$ cat config.mk
export PLATFORM = sky130hd
export DESIGN_NAME = reset_sequencer_flat
export DESIGN_NICKNAME = d
export VERILOG_FILES = /design/src/rtl/reset_seq_pkg.sv /design/src/rtl/reset_sequencer_if.sv /design/src/rtl/reset_sync.sv /design/src/rtl/reset_sequencer.sv /design/src/flat_wrapper.sv
export SDC_FILE = /design/constraint.sdc
export NUM_CORES = 1
export LEC_CHECK = 0
export BUFFER_PORTS_ARGS = -buffer_cell sky130_fd_sc_hd__buf_2
export CAP_MARGIN = 20
export CORE_MARGIN = 10
export CORE_UTILIZATION = 45
export DETAILED_ROUTE_END_ITERATION = 12
export GPL_ROUTABILITY_DRIVEN = 0
export PLACE_DENSITY = 0.76
export SLEW_MARGIN = 20
export SYNTH_ARGS = -nofsm -noshare
export SYNTH_HDL_FRONTEND = slang
export SYNTH_HIERARCHICAL = 1
export SYNTH_SLANG_ARGS = --single-unit
$ cat constraint.sdc
create_clock -name clock -period 1.8 [get_ports clock]
set_input_delay 0.36 -clock clock [delete_from_list [all_inputs] [get_ports clock]]
set_output_delay 0.36 -clock clock [all_outputs]
set_load 0.1 [all_outputs]
$ cat src/rtl/reset_seq_pkg.sv
// Shared types for the reset sequencer: FSM state encoding, the registered
// output bundle and the per-state output decode.
package reset_seq_pkg;

    localparam int STATE_W = 3;

    typedef enum logic [STATE_W-1:0] {
        ASSERT   = 3'd0,
        HOLD     = 3'd1,
        WAIT_ACK = 3'd2,
        GAP      = 3'd3,
        RUN      = 3'd4,
        ERROR    = 3'd5
    } state_t;

    typedef struct packed {
        logic rst_core;
        logic rst_periph;
        logic init_req;
        logic ready;
        logic error;
    } outs_t;

    // Every output is a pure function of the state being entered, so the
    // output flops can be loaded from the next-state value on the same edge.
    function automatic outs_t outs_for(input state_t s);
        outs_t o;
        o = '{rst_core: 1'b1, rst_periph: 1'b1, init_req: 1'b0, ready: 1'b0, error: 1'b0};
        case (s)
            WAIT_ACK: begin
                o.rst_core = 1'b0;
                o.init_req = 1'b1;
            end
            GAP:      o.rst_core = 1'b0;
            RUN: begin
                o.rst_core   = 1'b0;
                o.rst_periph = 1'b0;
                o.ready      = 1'b1;
            end
            ERROR:    o.error = 1'b1;
            default:  ;
        endcase
        return o;
    endfunction

    function automatic int max3(input int a, input int b, input int c);
        int m;
        m = (a > b) ? a : b;
        return (m > c) ? m : c;
    endfunction

endpackage

$ cat src/rtl/reset_sequencer_if.sv
// Handshake/status bundle between the reset sequencer (master) and the core
// and bench side (slave).
interface reset_sequencer_if;
    import reset_seq_pkg::*;

    logic               soft_reset;
    logic               init_ack;
    logic               rst_core;
    logic               rst_periph;
    logic               init_req;
    logic               ready;
    logic               error;
    logic [STATE_W-1:0] state;

    modport master (
        input  soft_reset, init_ack,
        output rst_core, rst_periph, init_req, ready, error, state
    );

    modport slave (
        output soft_reset, init_ack,
        input  rst_core, rst_periph, init_req, ready, error, state
    );

endinterface

$ cat src/rtl/reset_sync.sv
// Reset synchroniser: asserts immediately with reset, releases on the
// STAGES-th rising clock edge after reset falls.
module reset_sync #(
    parameter int STAGES = 2
) (
    input  logic clock,
    input  logic reset,
    output logic rst_sync
);

    logic [STAGES-1:0] chain;

    // NOTE: sequential state uses non-blocking assignments so every flop in
    // the chain samples its neighbour's pre-edge value.
    always_ff @(posedge clock or posedge reset) begin
        if (reset) begin
            chain <= '1;
        end else begin
            chain <= {chain[STAGES-2:0], 1'b0};
        end
    end

    assign rst_sync = chain[STAGES-1];

endmodule

$ cat src/rtl/reset_sequencer.sv
// Orders per-domain resets: hold core, release core, wait for its init ack,
// then release peripherals; flags a sticky error if the ack never arrives.
module reset_sequencer
    import reset_seq_pkg::*;
#(
    parameter int HOLD_CYCLES = 4,
    parameter int GAP_CYCLES  = 2,
    parameter int ACK_TIMEOUT = 16,
    parameter int SYNC_STAGES = 2
) (
    input  logic                 clock,
    input  logic                 reset,
    reset_sequencer_if.master    bus
);

    localparam int CNT_W = $clog2(max3(HOLD_CYCLES, GAP_CYCLES, ACK_TIMEOUT) + 1);

    localparam logic [CNT_W-1:0] HOLD_LAST    = CNT_W'(HOLD_CYCLES - 1);
    localparam logic [CNT_W-1:0] GAP_LAST     = CNT_W'(GAP_CYCLES - 1);
    localparam logic [CNT_W-1:0] TIMEOUT_LAST = CNT_W'(ACK_TIMEOUT - 1);
    localparam logic [CNT_W-1:0] CNT_ONE      = CNT_W'(1);

    logic             rst_sync;
    state_t           state_q, state_d;
    logic [CNT_W-1:0] cnt_q, cnt_d;
    outs_t            outs_q, outs_d;

    reset_sync #(
        .STAGES (SYNC_STAGES)
    ) u_sync (
        .clock    (clock),
        .reset    (reset),
        .rst_sync (rst_sync)
    );

    always_ff @(posedge clock or posedge reset) begin
        if (reset) begin
            state_q <= ASSERT;
            cnt_q   <= '0;
            outs_q  <= outs_for(ASSERT);
        end else begin
            state_q <= state_d;
            cnt_q   <= cnt_d;
            outs_q  <= outs_d;
        end
    end

    always_comb begin
        // NOTE: defaults first so every path assigns and no latch is inferred.
        state_d = state_q;
        cnt_d   = cnt_q;

        // soft_reset outranks ack and timeout; ASSERT only leaves via rst_sync
        if (bus.soft_reset && state_q != ASSERT) begin
            state_d = HOLD;
            cnt_d   = '0;
        end else begin
            case (state_q)
                ASSERT: begin
                    if (!rst_sync) begin
                        state_d = HOLD;
                        cnt_d   = '0;
                    end
                end
                HOLD: begin
                    if (cnt_q == HOLD_LAST) begin
                        state_d = WAIT_ACK;
                        cnt_d   = '0;
                    end else begin
                        cnt_d = cnt_q + CNT_ONE;
                    end
                end
                WAIT_ACK: begin
                    if (bus.init_ack) begin
                        state_d = GAP;
                        cnt_d   = '0;
                    end else if (cnt_q == TIMEOUT_LAST) begin
                        state_d = ERROR;
                        cnt_d   = '0;
                    end else begin
                        cnt_d = cnt_q + CNT_ONE;
                    end
                end
                GAP: begin
                    if (cnt_q == GAP_LAST) begin
                        state_d = RUN;
                        cnt_d   = '0;
                    end else begin
                        cnt_d = cnt_q + CNT_ONE;
                    end
                end
                RUN, ERROR: ;
                default: begin
                    state_d = ASSERT;
                    cnt_d   = '0;
                end
            endcase
        end
    end

    always_comb begin
        outs_d = outs_for(state_d);
    end

    assign bus.rst_core   = outs_q.rst_core;
    assign bus.rst_periph = outs_q.rst_periph;
    assign bus.init_req   = outs_q.init_req;
    assign bus.ready      = outs_q.ready;
    assign bus.error      = outs_q.error;
    assign bus.state      = state_q;

endmodule
$ cat src/flat_wrapper.sv
// flat-port wrapper written by rule: the top's interface ports become plain ports
module reset_sequencer_flat import reset_seq_pkg::*;
#(
    parameter int HOLD_CYCLES = 4,
    parameter int GAP_CYCLES  = 2,
    parameter int ACK_TIMEOUT = 16,
    parameter int SYNC_STAGES = 2
)
  (clock, reset, bus_soft_reset, bus_init_ack, bus_rst_core, bus_rst_periph, bus_init_req, bus_ready, bus_error, bus_state);
  reset_sequencer_if bus_i ();
  input  logic clock;
  input  logic reset;
  input wire logic [$bits(bus_i.soft_reset)-1:0] bus_soft_reset;
  input wire logic [$bits(bus_i.init_ack)-1:0] bus_init_ack;
  output wire logic [$bits(bus_i.rst_core)-1:0] bus_rst_core;
  output wire logic [$bits(bus_i.rst_periph)-1:0] bus_rst_periph;
  output wire logic [$bits(bus_i.init_req)-1:0] bus_init_req;
  output wire logic [$bits(bus_i.ready)-1:0] bus_ready;
  output wire logic [$bits(bus_i.error)-1:0] bus_error;
  output wire logic [$bits(bus_i.state)-1:0] bus_state;
  assign bus_i.soft_reset = bus_soft_reset;
  assign bus_i.init_ack = bus_init_ack;
  assign bus_rst_core = bus_i.rst_core;
  assign bus_rst_periph = bus_i.rst_periph;
  assign bus_init_req = bus_i.init_req;
  assign bus_ready = bus_i.ready;
  assign bus_error = bus_i.error;
  assign bus_state = bus_i.state;
  reset_sequencer #(.HOLD_CYCLES(HOLD_CYCLES), .GAP_CYCLES(GAP_CYCLES), .ACK_TIMEOUT(ACK_TIMEOUT), .SYNC_STAGES(SYNC_STAGES)) u_core (.clock(clock), .reset(reset), .bus(bus_i));
endmodule
==> metrics.yaml, run 1 <==
run_status:
  outcome: "finished clean"
worst_setup_path:
  crit_path_start_kind: "register"
  crit_required_ns: 2.03
  critPathKind: "reg -> reg"
  crit_path_end_kind: "register"
  path_max_fanout: 4
  cp.arrival_ns: 1.96
route:
  vias: 683
  wl_per_cell_um: 14.6
  drc_errors: 0
  antenna_left: 0
  first_pass_iters: 4
  avgViaCountPerCell: 5.29
  drtIter0Drc: 20
  routed_wirelength_um: 1890
clock_tree:
  htree_levels: 1
  clockBufferDepth: 2
  path_clk_slew_ns: 0.09
  hold_buffers: 0
  clk_latency_ns: 0.28
  numClockSinks: 15
  cts-root-buf: "clkbuf_4"
  cts_buffers: 3
  tritoncts: "built"
synthesis:
  yosys-top-cells-area: "dfrtp_1, dfstp_2, ha_1, a221oi_4, inv_1"
  synthSimpleGateAreaFrac_pct: 21.3
  synth.area.mux_share_pct: 1.13
  netlist.top_cell.by_area: "dfrtp_1"
  yosys.area.top_type_share_pct: 31.1
  ys_top_cells_by_count: "dfrtp_1, inv_1, nand2_1"
  yosys.area_share.adder_pct: 5.65
  synth_xor_area_share_pct: 0
  synth_top_family_by_area: "compound AO/OA/AOI/OAI gates"
  syn_nets: 92
  ys_warn_count: 6
  ys_async_sr_fraction_pct: 100
  synth_ff_type: "dfrtp_1"
  synth_seq_cells: 15
  seq_area_frac_synth_pct: 42.9
  synth-edff-count: 0
  synth-compound-area-share_pct: 22.0
  synth_most_common_cell: "dfrtp_1"
  avgSynthCellArea_um2: 10.5
  synthCells: 84
  synth_area_um2: 886
  ys_types: 38
power:
  p_leak_nw: 0.449
  vdd_drop_max_mv: 0.684
  power_density_nw_per_um2: 1160
timing:
  skew_ns: 0.000550
  setup_tns_ns: 0
  final-hold-violation-count: 0
  drv_slew: 0
  fmax_mhz: 578
  period_needed_ns: 1.73
  relSlewSlack_pct: 64.9
  setup_viol: 0
  rsz0062_at_grt: "true"
  worstMarginPinSlew_ns: 0.526
  min_period_over_period_pct: 96.1
cells_and_area:
  fin_nets: 113
  fin_cells: 129
  drive_above_1_share_pct: 43.3
  fin_area_um2: 1110
  n_antenna_cell: 0
  synthToLayoutAreaGrowth_pct: 25.0
floorplan:
  start_util_pct: 49.2
  row_count: 15
  ioPinCount: 12
  die_area_um2: 4140
  die_w_um: 64.4
  die_h_um: 64.4
  coreArea_um2: 1800
global_routing:
  grt_max_degree: 14
  grt_usage_pct: 9.25
  grt_pass1_wl_um: 3100
  grt_remaining_overflow: 0
  grt_pass1_vias: 672
  antenna_found_initial: 0
placement:
  io_buffer_count: 11
  hpwl_um: 1330
  dp.cells: 123
  place_area_um2: 1010
worst_hold_path:
  holdCritPathClass: "in -> async"
run:
  drv_cap: 0
## sequential cells by signal, indices dropped and copies added, names as in the netlist
signal / flops
u_core/bus.rst_periph: 1
u_core/bus.ready: 1
u_core/u_sync/chain: 2
u_core/bus.error: 1
u_core/bus.init_req: 1
u_core/cnt_q: 5
u_core/bus.state: 3
u_core/bus.rst_core: 1
## worst max-delay path, stage by stage (launching register included)
cell and delay (ns):
dfrtp_1 0.39, ha_2 0.21, nand3_2 0.09, inv_2 0.05
ha_4 0.16, a21o_1 0.20, a2111oi_4 0.41, and2_1 0.18
## report_power, final
group	total, mW	switching (mW)	internal [mW]
clock	0.191	0.109	0.0824
sequential	0.474	0.0748	0.399
combinational	0.616	0.396	0.220
total	1.28	0.580	0.701
## cell families (layout without fill, tap and decap cells)
kind of cell	after synthesis	in the layout
and+or+nand+nor	29	29
AOI/OAI and AO/OA	23	23
DFF	15	15
buffers and inverters	11	31
adders and majority gates	4	4
other	1	1
muxes	1	1
## timing repair
| action | in CTS | in global routing |
|---|---|---|
| gates cloned | 0 | 0 |
| pin swaps | 1 | 4 |
| setup buffers | 0 | 2 |
| gates resized for setup | 0 | 11 |
| endpoints found under the setup margin | 2 | 6 |
## metal layers
metal	track usage (%)	share of wire, %	up-vias
li1	-	-	334
met3	3.48	4.1	2
met1	11.8	48	336
met4	4.81	0.64	0
met5	0	0	-
met2	13.2	48	11
## through the flow
step           worst slack, ns  power (mW)  hold slack (ns)  utilization [%]
6_report                0.0701        1.28           0.0840             61.5
5_1_grt                -0.0214        1.37           0.0759             61.5
4_1_cts                 0.0281        1.23           0.0753             57.6
3_5_place_dp            0.0101        1.03            0.351             56.1
3_3_place_gp            0.0417        1.02            0.350             56.1
2_1_floorplan          -0.0236       0.913            0.236                -
## area by class of cell
type / count / area (µm²)
sequential: 15 / 389
timing repair buffer: 19 / 118
clock inverter: 1 / 5.00
fill: 152 / 694
clock buffer: 3 / 22.5
tap: 25 / 31.3
inverter: 8 / 30.0
multi-input combinational: 58 / 512
## final timing paths
| check | startpoint | to | slack (ns) | cells after the start |
|---|---|---|---|---|
| setup reg to reg | u_core/cnt_q[1] | u_core/bus.init_req | 0.07 | 7 |
| min in group clock | bus_soft_reset | u_core/bus.state[2] | 0.35 | 2 |
| hold / removal | reset | u_core/u_sync/chain[0] | 0.08 | 2 |
| setup / recovery | u_core/cnt_q[1] | u_core/bus.init_req | 0.07 | 7 |
| max in group asynchronous | reset | u_core/bus.state[1] | 1.30 | 2 |
| hold reg to reg | u_core/u_sync/chain[0] | u_core/u_sync/chain[1] | 0.36 | 0 |
## cell usage in the layout, fill, tap and decap left out, drive strengths merged, types with 2 or more instances in the layout
cell type / synthesis / routed
a2111oi: 2 / 2
a21o: 2 / 2
a21oi: 6 / 6
a22o: 2 / 2
and2: 2 / 2
buf: 3 / 18
clkbuf: 0 / 4
dfrtp: 11 / 11
dfstp: 4 / 4
ha: 4 / 4
inv: 8 / 8
nand2: 6 / 6
nand2b: 4 / 4
nand3: 2 / 2
nor2: 2 / 2
nor2b: 2 / 2
o21ai: 7 / 7
or3: 3 / 3
No activity file was read; power rests on OpenSTA's default activity.
==> run 2, diff against run 1 <==
Settings changed: BUFFER_PORTS_ARGS -buffer_cell sky130_fd_sc_hd__buf_2 to unset, DONT_BUFFER_PORTS set to 1, PLACE_DENSITY 0.76 to 0.71, SYNTH_HIERARCHICAL 1 to unset.
==> metrics.yaml, run 2 <==
run_status:
  outcome: "finished clean"
synthesis:
  yosys-top-cells-area: "dfrtp_1, dfstp_2, ha_1, nand2_1, a2111oi_4"
  ys_top_cells_by_count: "dfrtp_1, nand2_1, inv_1"
  synth_area_um2: 860
  ys_async_sr_fraction_pct: 100
  yosys.area.top_type_share_pct: 32.0
  seq_area_frac_synth_pct: 44.3
  ys_warn_count: 0
  netlist.top_cell.by_area: "dfrtp_1"
  ys_types: 32
  avgSynthCellArea_um2: 10.4
  syn_nets: 91
  synthCells: 83
  synth_seq_cells: 15
  synth_most_common_cell: "dfrtp_1"
  synth_ff_type: "dfrtp_1"
  synth-edff-count: 0
route:
  vias: 657
  antenna_left: 0
  routed_wirelength_um: 2010
  drc_errors: 0
  first_pass_iters: 4
  wl_per_cell_um: 16.4
  drtIter0Drc: 20
  avgViaCountPerCell: 5.34
cells_and_area:
  drive_above_1_share_pct: 43.9
  multi_input_area_um2: 508
  mostFrequentLayoutCell: "buf_4"
  synthToLayoutAreaGrowth_pct: 26.5
  regMostFlops: "u_core.cnt_q"
  n_antenna_cell: 0
  fin_nets: 107
  fillCellCount: 147
  largest_reg_flops: 5
  fin_area_um2: 1090
  final_cell_mix: "buf_4, nand2_1, dfrtp_1"
  layout.area.seq_um2: 384
floorplan:
  die_h_um: 63.7
  ioPinCount: 12
  die_area_um2: 4060
  start_util_pct: 48.7
  row_count: 15
  coreArea_um2: 1760
  die_w_um: 63.7
clock_tree:
  numClockSinks: 15
  htree_levels: 1
  clk_latency_ns: 0.28
  tritoncts: "built"
  clockBufferDepth: 2
  cts_buffers: 3
  path_clk_slew_ns: 0.09
  cts-root-buf: "clkbuf_4"
timing:
  final-hold-violation-count: 0
  setup_tns_ns: 0
  fin_ws_ns: 0.0183
  worstMarginPinSlew_ns: 0.579
  relSlewSlack_pct: 61.4
  period_needed_ns: 1.78
  min_period_over_period_pct: 99.0
  drv_slew: 0
  fmax_mhz: 561
  timing.hold.ws_ns: 0.0136
  rsz0062_at_grt: "true"
  setup_viol: 0
  skew_ns: 0.00602
power:
  clkPwrFrac_pct: 12.0
  swShare_pct: 48.0
  p_int_uw: 812
  power_density_nw_per_um2: 1430
  p_sw_uw: 748
  vdd_drop_max_mv: 1.11
  pwr-share-comb_pct: 51.7
  p_leak_nw: 0.470
  seqPwrFrac_pct: 36.3
global_routing:
  use_met1_pct: 12.2
  grt_pass1_wl_um: 3240
  gr-usage-met3_pct: 3.18
  busiest_layer: "met2"
  grt_pass1_vias: 696
  use_met2_pct: 15.2
  grt_remaining_overflow: 0
  grt_usage_pct: 9.88
  grt_max_degree: 16
  antenna_found_initial: 0
worst_setup_path:
  critPathKind: "reg -> reg"
  cpPeakStageDelay_ns: 0.45
  cp_slowest_cell: "or4b_4"
  path_max_fanout: 3
  crit_path_start_kind: "register"
  crit_path_end_kind: "register"
  crit_required_ns: 1.97
  cp.arrival_ns: 1.96
  crit_chain: "buf_6 > inv_4 > ha_4 > or4b_4 > a22oi_2 > a2111oi_4 > and2_1"
placement:
  place_area_um2: 947
  place_ws_ns: -0.0560
  io_buffer_count: 0
  hpwl_um: 1360
run:
  drv_cap: 0
worst_hold_path:
  holdCritPathClass: "in -> async"
run 2: changes by cell type after synthesis, sizes merged, moves of 2 or more:
cell,before,now
or3,3,1
nand2,6,9
nor2b,2,4
nor3,1,3
o221ai,0,2
o21ai,7,3
run 2: power by group through the flow:
stage / combinational [mW] / clock [mW] / sequential [mW]
after floorplan: 0.348 / 0 / 0.705
after global placement: 0.633 / 0 / 0.558
after detailed placement: 0.642 / 0 / 0.561
after CTS: 0.711 / 0.198 / 0.556
after global routing: 0.872 / 0.216 / 0.577
final: 0.807 / 0.188 / 0.565
run 2: kinds of logic after synthesis:
| family | share of synthesized area [%] |
|---|---|
| muxes | 1.31 |
| AOI/OAI and AO/OA | 18.5 |
| DFF | 44.2 |
| adders and majority gates | 5.82 |
| buffers and inverters | 4.80 |
| and+or+nand+nor | 24.9 |
| other | 0.436 |
run 2: path summary, 6_finish.rpt:
kind | startpoint | end | slack [ns] | depth (start not counted)
min | reset | u_core.cnt_q[1] | 0.01 | 1
max reg2reg | u_core.cnt_q[1] | u_core.bus.init_req | 0.02 | 7
min in group clock | bus_soft_reset | u_core.bus.state[1] | 0.14 | 1
max | u_core.cnt_q[1] | u_core.bus.init_req | 0.02 | 7
max in group asynchronous | reset | u_core.bus.state[1] | 1.37 | 1
min reg2reg | u_core.u_sync.chain[0] | u_core.u_sync.chain[1] | 0.36 | 0
run 2: cell type report:
class,instances,area share [%]
repair buffers,14,10.0
clock buffers,4,2.42
well taps,25,2.88
flip-flops and latches,15,35.3
multi-input cells,58,46.7
inverters,7,2.65
run 2: worst max-delay path, delay by kind of cell (launching register included):
kind	cells	cell delay, ns
and+or+nand+nor	2	0.63
AOI/OAI and AO/OA	2	0.33
DFF	1	0.41
adders and majority gates	1	0.12
buffers and inverters	2	0.18
run 2: metal layers:
| metal | vias up | part of all wire [%] |
|---|---|---|
| met4 | 0 | 2.2 |
| met5 | - | 0 |
| li1 | 317 | - |
| met2 | 17 | 47 |
| met1 | 316 | 44 |
| met3 | 7 | 6.4 |
run 2: timing repair:
item	in CTS	in global routing
cloned	0	0
gates resized for setup	7	10
endpoints found under the hold margin	0	0
hold buffers	0	0
endpoints found under the setup margin	3	8
buffers inserted	3	2
pin swaps	5	6
run 2: stage by stage:
step           cells  utilization [%]  power (mW)
2_1_floorplan     83                -        1.05
3_3_place_gp     114             53.7        1.19
3_5_place_dp     114             53.7        1.20
4_1_cts          121             57.9        1.46
5_1_grt          123             61.6        1.66
6_report         123             61.6        1.56
